### src/rtl/mb_rtu_frame_tx.sv
// Modbus RTU master request-frame serialiser: streams id/fun/addr/num[/payload] + CRC16
// over a ready/valid byte interface and enforces the inter-frame silent gap.
module mb_rtu_frame_tx #(
  parameter int MAX_REGS   = 8,
  parameter int GAP_CYCLES = 200521,
  parameter int CNT_W      = 18
) (
  input  logic                    clk,
  input  logic                    rst_n,
  input  logic                    start,
  input  logic [7:0]              slave_id,
  input  logic [7:0]              fun,
  input  logic [15:0]             mb_addr,
  input  logic [15:0]             mb_num,
  input  logic [16*MAX_REGS-1:0]  wr_data,
  output logic                    tx_valid,
  output logic [7:0]              tx_data,
  input  logic                    tx_ready,
  output logic                    busy,
  output logic                    tx_done,
  output logic                    req_err
);

  localparam int IDX_W = $clog2(8 + 2*MAX_REGS);

  typedef enum logic [2:0] {IDLE, SEND, CRC_LO, CRC_HI, GAP} state_t;

  function automatic logic [15:0] crc16_upd(input logic [15:0] crc, input logic [7:0] b);
    logic [15:0] r;
    r = crc ^ {8'h00, b};
    for (int i = 0; i < 8; i++) begin
      r = r[0] ? ((r >> 1) ^ 16'hA001) : (r >> 1);
    end
    return r;
  endfunction

  state_t                 state_r, state_s;
  logic [IDX_W-1:0]       idx_r, idx_s, nidx_s, rel_s, last_s;
  logic [15:0]            crc_r, crc_s, word_s;
  logic [CNT_W-1:0]       gap_r, gap_s;
  logic                   tx_valid_r, valid_s, busy_r, busy_s, tx_done_r, done_s, req_err_r, err_s;
  logic [7:0]             tx_data_r, data_s, nbyte_s;
  logic                   ok_s, latch_s, hs_s, wm_s;
  logic [7:0]             id_r, fun_r;
  logic [15:0]            addr_r, num_r;
  logic [16*MAX_REGS-1:0] wdata_r;

  assign tx_valid = tx_valid_r;
  assign tx_data  = tx_data_r;
  assign busy     = busy_r;
  assign tx_done  = tx_done_r;
  assign req_err  = req_err_r;

  // Request validation against the supported function codes.
  always_comb begin
    ok_s = 1'b0;
    case (fun)
      8'h01, 8'h02, 8'h03, 8'h04, 8'h06: ok_s = 1'b1;
      8'h10:   ok_s = (mb_num != 16'h0000) && (mb_num <= 16'(MAX_REGS));
      default: ok_s = 1'b0;
    endcase
  end

  // Next body byte to present, derived from the latched request and the index after the current one.
  always_comb begin
    wm_s   = (fun_r == 8'h10);
    last_s = wm_s ? (IDX_W'(6) + {num_r[IDX_W-2:0], 1'b0}) : IDX_W'(5);
    nidx_s = idx_r + IDX_W'(1);
    rel_s  = nidx_s - IDX_W'(7);
    word_s = 16'h0000;
    for (int i = 0; i < MAX_REGS; i++) begin
      if (rel_s[IDX_W-1:1] == (IDX_W-1)'(i)) begin
        word_s = wdata_r[16*i +: 16];
      end else begin
        word_s = word_s;
      end
    end
    case (nidx_s)
      IDX_W'(1): nbyte_s = fun_r;
      IDX_W'(2): nbyte_s = addr_r[15:8];
      IDX_W'(3): nbyte_s = addr_r[7:0];
      IDX_W'(4): nbyte_s = num_r[15:8];
      IDX_W'(5): nbyte_s = num_r[7:0];
      IDX_W'(6): nbyte_s = {num_r[6:0], 1'b0};
      default:   nbyte_s = nidx_s[0] ? word_s[15:8] : word_s[7:0];
    endcase
  end

  // Next-state and next-output logic for the frame FSM.
  always_comb begin
    state_s = state_r;
    idx_s   = idx_r;
    crc_s   = crc_r;
    gap_s   = gap_r;
    valid_s = tx_valid_r;
    data_s  = tx_data_r;
    busy_s  = busy_r;
    done_s  = 1'b0;
    err_s   = 1'b0;
    latch_s = 1'b0;
    hs_s    = tx_valid_r & tx_ready;
    case (state_r)
      IDLE: begin
        if (start && ok_s) begin
          latch_s = 1'b1;
          state_s = SEND;
          idx_s   = '0;
          crc_s   = 16'hFFFF;
          valid_s = 1'b1;
          data_s  = slave_id;
          busy_s  = 1'b1;
        end else if (start) begin
          err_s = 1'b1;
        end else begin
          state_s = IDLE;
        end
      end
      SEND: begin
        if (hs_s) begin
          crc_s = crc16_upd(crc_r, tx_data_r);
          if (idx_r == last_s) begin
            state_s = CRC_LO;
            data_s  = crc_s[7:0];
          end else begin
            idx_s  = nidx_s;
            data_s = nbyte_s;
          end
        end else begin
          state_s = SEND;
        end
      end
      CRC_LO: begin
        if (hs_s) begin
          state_s = CRC_HI;
          data_s  = crc_r[15:8];
        end else begin
          state_s = CRC_LO;
        end
      end
      CRC_HI: begin
        if (hs_s) begin
          state_s = GAP;
          done_s  = 1'b1;
          valid_s = 1'b0;
          data_s  = 8'h00;
          gap_s   = '0;
        end else begin
          state_s = CRC_HI;
        end
      end
      GAP: begin
        if (gap_r == CNT_W'(GAP_CYCLES - 1)) begin
          state_s = IDLE;
          busy_s  = 1'b0;
        end else begin
          gap_s = gap_r + CNT_W'(1);
        end
      end
      default: begin
        state_s = IDLE;
        valid_s = 1'b0;
        busy_s  = 1'b0;
        data_s  = 8'h00;
      end
    endcase
  end

  // FSM state and registered outputs.
  always_ff @(posedge clk or negedge rst_n) begin
    if (!rst_n) begin
      state_r    <= IDLE;
      idx_r      <= '0;
      crc_r      <= 16'hFFFF;
      gap_r      <= '0;
      tx_valid_r <= 1'b0;
      tx_data_r  <= 8'h00;
      busy_r     <= 1'b0;
      tx_done_r  <= 1'b0;
      req_err_r  <= 1'b0;
    end else begin
      state_r    <= state_s;
      idx_r      <= idx_s;
      crc_r      <= crc_s;
      gap_r      <= gap_s;
      tx_valid_r <= valid_s;
      tx_data_r  <= data_s;
      busy_r     <= busy_s;
      tx_done_r  <= done_s;
      req_err_r  <= err_s;
    end
  end

  // Request capture so the caller may change its inputs once the frame has started.
  always_ff @(posedge clk or negedge rst_n) begin
    if (!rst_n) begin
      id_r    <= 8'h00;
      fun_r   <= 8'h00;
      addr_r  <= 16'h0000;
      num_r   <= 16'h0000;
      wdata_r <= '0;
    end else if (latch_s) begin
      id_r    <= slave_id;
      fun_r   <= fun;
      addr_r  <= mb_addr;
      num_r   <= mb_num;
      wdata_r <= wr_data;
    end
  end

endmodule

### config.mk
export PLATFORM = sky130hd
export DESIGN_NAME = mb_rtu_frame_tx
export DESIGN_NICKNAME = d
export VERILOG_FILES = /design/src/rtl/mb_rtu_frame_tx.sv
export SDC_FILE = /design/constraint.sdc
export NUM_CORES = 1
export LEC_CHECK = 0
export CAP_MARGIN = 10
export CORE_ASPECT_RATIO = 1.4
export CORE_UTILIZATION = 58
export DETAILED_ROUTE_END_ITERATION = 10
export GPL_TIMING_DRIVEN = 0
export HOLD_SLACK_MARGIN = 0.06
export PLACE_DENSITY = 0.91
export SYNTH_ARGS = -nofsm -noshare
export SYNTH_HDL_FRONTEND = slang
export SYNTH_SLANG_ARGS = --single-unit
export TNS_END_PERCENT = 10
### constraint.sdc
create_clock -name clk -period 5.2 [get_ports clk]
set_input_delay 0.52 -clock clk [delete_from_list [all_inputs] [get_ports clk]]
set_output_delay 0.52 -clock clk [all_outputs]
set_load 0.01 [all_outputs]
## Word-level counts from Yosys, hierarchy flattened

Cells that the tools add are included.

| storage, ports and cells | value |
|---|---|
| bits in registers | 222 |
| logic and storage cells | 139 |

| cells by class | value |
|---|---|
| add/subtract/negate cells | 4 |
| order comparisons | 1 |
| equal/unequal tests | 35 |
| mux-type cells | 56 |
| bitwise gates (word level) | 13 |
| reductions and logical operators | 17 |

Operators by type and width:

| operator | number |
|---|---|
| 16-bit 2-to-1 mux | 18 |
| 8-bit 2-to-1 mux | 6 |
| 8-bit one-hot mux with 6 select lines | 1 |
| 8-bit one-hot mux with 5 select lines | 1 |
| 18-bit 2-to-1 mux | 2 |
| 18-bit one-hot mux with 2 select lines | 1 |
| 16-bit one-hot mux with 2 select lines | 1 |
| 2-bit inverter with 3-bit output | 8 |
| 5-bit 2-to-1 mux | 4 |
| 18-bit by 1-bit adder with 18-bit output, second input constant | 1 |
| 18-bit == test, second input constant | 1 |
| 3-bit 2-to-1 mux | 6 |
| 4-bit by 3-bit == test with 1-bit output, second input constant | 4 |
| 8-bit by 2-bit == test with 1-bit output, second input constant | 2 |
| 8-bit by 3-bit == test with 1-bit output, second input constant | 2 |
| 8-bit by 5-bit == test with 1-bit output, second input constant | 2 |
| 16-bit by 4-bit <= comparator with 1-bit output, second input constant | 1 |
| 16-bit nonzero test | 1 |
| 16-bit by 8-bit XOR with 16-bit output | 1 |
| 5-bit by 3-bit == test with 1-bit output, second input constant | 3 |
| 3-bit one-hot mux with 5 select lines | 1 |
| 3-bit AND reduction | 5 |
| 2-bit != test, second input constant | 7 |
| 1-bit 2-to-1 mux | 11 |
| other kinds (26) | 36 |

## Logic depth before layout (Yosys ltp)

| logic depth | value |
|---|---|
| word-level depth | 20 |
| mapped depth | 15 |

## Worst setup path before layout

OpenSTA, ideal clock, no wires.

| timing | value |
|---|---|
| path type | reg-to-reg |
| start point | register idx_r[1] |
| end point | register tx_data_r[4] (netlist: tx_data[4]) |
| arrival | 3.114 ns |
| required time | 5.071 ns |
| slack | 1.957 ns |
| stages on the path, launching flop included | 16 |
| path through | dfrtp_1 > buf_2 > inv_1 > clkbuf_1 > clkbuf_1 > ha_1 > nand3b_1 > o21ai_0 > or2_2 > buf_2 > nand2_2 > buf_6 > nor2_2 > nor4_2 > a311oi_1 > a2111o_1 |

| between the ends | value |
|---|---|
| longest elaborated chain between the ends | 16 |
| elaborated cells between the ends (all ways) | 30 |
| classes of those cells | 2 x add/sub; 14 x eq/ne; 13 x mux; 1 x reduce/logical |

Ends and longest elaborated chain:

| what | RTL line | RTL |
|---|---|---|
| from (decl) | 38 | `logic [IDX_W-1:0] idx_r, idx_s, nidx_s, rel_s, last_s;` |
| from (signal assigned) | 182 | `idx_r <= idx_s;` |
| 5-bit by 1-bit adder with 5-bit output | 68 | `nidx_s = idx_r + IDX_W'(1);` |
| 5-bit by 3-bit subtractor with 5-bit output | 69 | `rel_s = nidx_s - IDX_W'(7);` |
| 4-bit zero test | 72 | `if (rel_s[IDX_W-1:1] == (IDX_W-1)'(i)) begin` |
| 16-bit 2-to-1 mux (8 in a row) | 72 |  |
| 8-bit 2-to-1 mux | 85 | `default: nbyte_s = nidx_s[0] ? word_s[15:8] : word_s[7:0];` |
| 8-bit one-hot mux with 6 select lines | 78 | `case (nidx_s)` |
| 8-bit 2-to-1 mux (*) | 121 | `if (idx_r == last_s) begin` |
| 8-bit 2-to-1 mux (*) | 119 | `if (hs_s) begin` |
| 8-bit one-hot mux with 5 select lines (*) | 102 | `case (state_r)` |
| to (signal assigned) | 186 | `tx_data_r <= data_s;` |
| to (decl) | 42 | `logic [7:0] tx_data_r, data_s, nbyte_s;` |

Mark *: on every way between the ends. The rest lies on a longest branch, timed or not. The select of a mux whose other input is x is not followed.
A chain may end at the register's enable or synchronous reset.

## Worst setup path in the final report

| timing | value |
|---|---|
| start point | register idx_r[1] |
| end point | register tx_data_r[3] (netlist: tx_data[3]) |

The elaborated chain is that of the path after synthesis.

==> flow_summary.ini <==
[yosys]
syn_area_per_cell_um2 = 8.68
synth_top_family_by_area = simple AND/OR/NAND/NOR gates
synth-compound-area-share_pct = 11.8
synthAdderAreaFrac_pct = 0.879
syn_inst = 1311
synth-seq-cells = 222
yosysWarnings = 0
synth-edff-count = 0
synthSimpleGateAreaFrac_pct = 25.8
synth_mux_area_share_pct = 4.75
synth_cell_types = 80
synth_xor_area_share_pct = 4.00
synth_seq_area_share_pct = 49.0
syn_area_um2 = 11400
ys_async_sr_fraction_pct = 100
ys.flop_type = dfrtp_1
syn_nets = 1499

[cells_and_area]
layout.nets = 1715
num_antenna_cells = 0
final_cells = 1790
layout_commonest_cell = nand2_1
final_cell_mix = nand2_1 (532), dfrtp_1 (206), clkdlybuf4s50_1 (190)
area_growth_pct = 26.2
drive_above_1_share_pct = 8.11

[setup_path]
end_kind = register
cp_num_buf_inv = 6
critPathKind = register to register
crit_chain = buf_2, inv_1, clkbuf_1, clkbuf_1, ha_1, nor2b_1, a21oi_2, or2_2, buf_2, buf_2, mux2i_1, o21ai_0, o21ai_0, o211ai_1, a32o_1
start_kind = register
cp.arrival_ns = 5.02
path_common_cell = buf_2
cp_max_fo = 11
critical_path.max_stage_delay_ns = 0.56
worstPathRequired_ns = 5.60
cp_slowest_cell = clkbuf_1
cp_top_family = buffers and inverters

[clocking]
cts_tree = done
clk_latency_ns = 0.52
htreeDepth = 1
cts-hold-fix-buffers = 0
cts_sinks = 222
cts-root-buf = clkbuf_16
cts_buffer_depth = 3
numCtsBuffers = 22
postCtsSetupRepairBufs = 0
path_clk_slew_ns = 0.07
cts_resized = 0

[status]
outcome = finished, final reports clean

[timing]
finalCritPeriodShare_pct = 88.8
hold_viol = 0
slew_headroom_pct = 45.0
worst_slew_pin_slew_ns = 0.825
period_needed_ns = 4.62
final-max-slew-violation-count = 0
max_freq_ghz = 0.217
finalSetupViolations = 0
rsz0062_at_grt = false
skew_ns = 0.0138
finalSetupTns_ns = 0

[detailed_routing]
drtPass1Iterations = 8
ant_nets = 0
wire_per_inst_um = 19.9
drc = 0
wl_mm = 35.6
viasPerCell = 5.98
drt_iter0_markers = 1001
num_vias = 10700

[die]
rows = 60
start_util_pct = 59.2
pin_count = 192
fp.dieW_um = 120
die_area_um2 = 20200
fp.dieH_um = 168
core_area_um2 = 19200

[flow_run]
cap_violations = 0

[pwr]
p_per_area_nw_per_um2 = 408
p_leak_nw = 6.74
ir_worst_vdd_mv = 0.255

[global_routing]
grt_antenna_before_repair = 0
grt_max_degree = 115
grt_pass1_wl_mm = 55.7
overflow = 0
grt_pass1_vias = 10900
grtUsageTotal_pct = 35.7

[placed_design]
port_buffers = 191
dpl.cell_count = 1751
hpwl_mm = 25.7
gp_congestion = 0.950

[min_path]
hp-class = primary input to async pin
-- state kept, by name (all words and copies together) (netlist names) --
| signal | cells |
|---|---|
| idx_r | 5 |
| crc_r | 16 |
| tx_valid | 1 |
| wdata_r | 128 |
| state_r | 3 |
| tx_data | 8 |
| gap_r | 18 |
| tx_done | 1 |
| fun_r | 8 |
| num_r | 16 |
| busy | 1 |
| addr_r | 16 |
| req_err | 1 |
-- where the power goes --
group | total [mW] | leakage [nW] | internal [mW] | switching (mW)
clock | 1.64 | 0.361 | 0.953 | 0.683
sequential | 2.36 | 2.87 | 2.09 | 0.275
combinational | 1.87 | 3.52 | 0.855 | 1.01
total | 5.87 | 6.74 | 3.90 | 1.97
-- worst reg2reg max path, cell delays in order (launching register included) --
cell	delay, ns
dfrtp_1	0.47
buf_2	0.27
inv_1	0.24
clkbuf_1	0.43
clkbuf_1	0.56
ha_1	0.41
nor2b_1	0.18
a21oi_2	0.21
or2_2	0.13
buf_2	0.19
buf_2	0.30
mux2i_1	0.26
o21ai_0	0.09
o21ai_0	0.19
o211ai_1	0.23
a32o_1	0.33
-- cells in the mapped netlist (all sizes together), types with 5 or more instances --
| cell | n | share of area (%) |
|---|---|---|
| xor2 | 17 | 1.5 |
| mux2 | 6 | 0.59 |
| and2 | 15 | 0.82 |
| a22oi | 9 | 0.71 |
| and4 | 6 | 0.46 |
| mux2i | 27 | 2.4 |
| nand3 | 18 | 0.84 |
| a31oi | 11 | 0.60 |
| nor4 | 7 | 0.49 |
| nand4 | 10 | 0.60 |
| dfrtp | 206 | 45 |
| nor2 | 57 | 1.9 |
| a21oi | 45 | 2.1 |
| dfstp | 16 | 3.7 |
| clkbuf | 41 | 1.4 |
| nor3 | 20 | 0.88 |
| and3 | 11 | 0.60 |
| o221ai | 8 | 0.67 |
| buf | 41 | 2.1 |
| ha | 8 | 0.88 |
| a222oi | 9 | 0.79 |
| o22ai | 14 | 0.77 |
| inv | 9 | 0.30 |
| mux4 | 9 | 1.8 |
| o21ai | 56 | 2.5 |
| o21a | 5 | 0.33 |
| nor2b | 5 | 0.27 |
| xnor2 | 29 | 2.5 |
| nand2 | 533 | 18 |
-- cell families (layout without fill, tap and decap cells) --
| logic type | Yosys count | after routing |
|---|---|---|
| flops | 222 | 222 |
| compound gates | 199 | 199 |
| buf+inv | 93 | 324 |
| xor+xnor | 46 | 46 |
| fa+ha+maj | 8 | 8 |
| mux | 42 | 42 |
| simple gates | 701 | 701 |
-- worst paths after layout --
path | startpoint | endpoint | slack, ns | depth (start not counted)
max in group asynchronous | rst_n | wdata_r[8]$_DFFE_PN0P_ | 4.13 | 2
setup reg to reg | idx_r[1]$_DFFE_PN0P_ | tx_data[3]$_DFFE_PN0P_ | 0.58 | 15
min in group clk | wdata_r[122]$_DFFE_PN0P_ | wdata_r[122]$_DFFE_PN0P_ | 0.47 | 2
hold / removal | rst_n | num_r[13]$_DFFE_PN0P_ | 0.04 | 1
hold reg to reg | wdata_r[122]$_DFFE_PN0P_ | wdata_r[122]$_DFFE_PN0P_ | 0.47 | 2
setup / recovery | idx_r[1]$_DFFE_PN0P_ | tx_data[3]$_DFFE_PN0P_ | 0.58 | 15
-- layer usage --
| metal | vias to the layer above | track usage [%] | share of wire (%) |
|---|---|---|---|
| met4 | 0 | 22.0 | 6.3 |
| met3 | 138 | 5.59 | 7.5 |
| met5 | - | 0 | 0 |
| met1 | 5150 | 42.7 | 36 |
| met2 | 564 | 60.1 | 50 |
| li1 | 4851 | - | - |
-- through the flow --
stage / worst slack (ns) / utilization [%] / cell area, um^2 / hold WS (ns) / power [mW]
after global routing: 0.491 / 74.8 / 14400 / 0.121 / 6.13
after floorplan: 1.96 / - / 11400 / 0.224 / 3.55
final: 0.583 / 74.8 / 14400 / 0.0391 / 5.87
after detailed placement: 0.799 / 71.0 / 13600 / 0.457 / 4.20
after CTS: 0.764 / 74.8 / 14400 / 0.0879 / 5.84
after global placement: -5.33 / 70.8 / 13600 / 0.452 / 4.15
-- final cells by class --
type / count / area (um^2)
Buffer: 82 / 398
Clock buffer: 31 / 636
Clock inverter: 8 / 96.3
Fill cell: 1370 / 4850
Inverter: 11 / 41.3
Multi-Input combinational cell: 996 / 5370
Sequential cell: 222 / 5580
Tap cell: 248 / 310
Timing Repair Buffer: 192 / 1940
(Power assumes the default switching activity.)
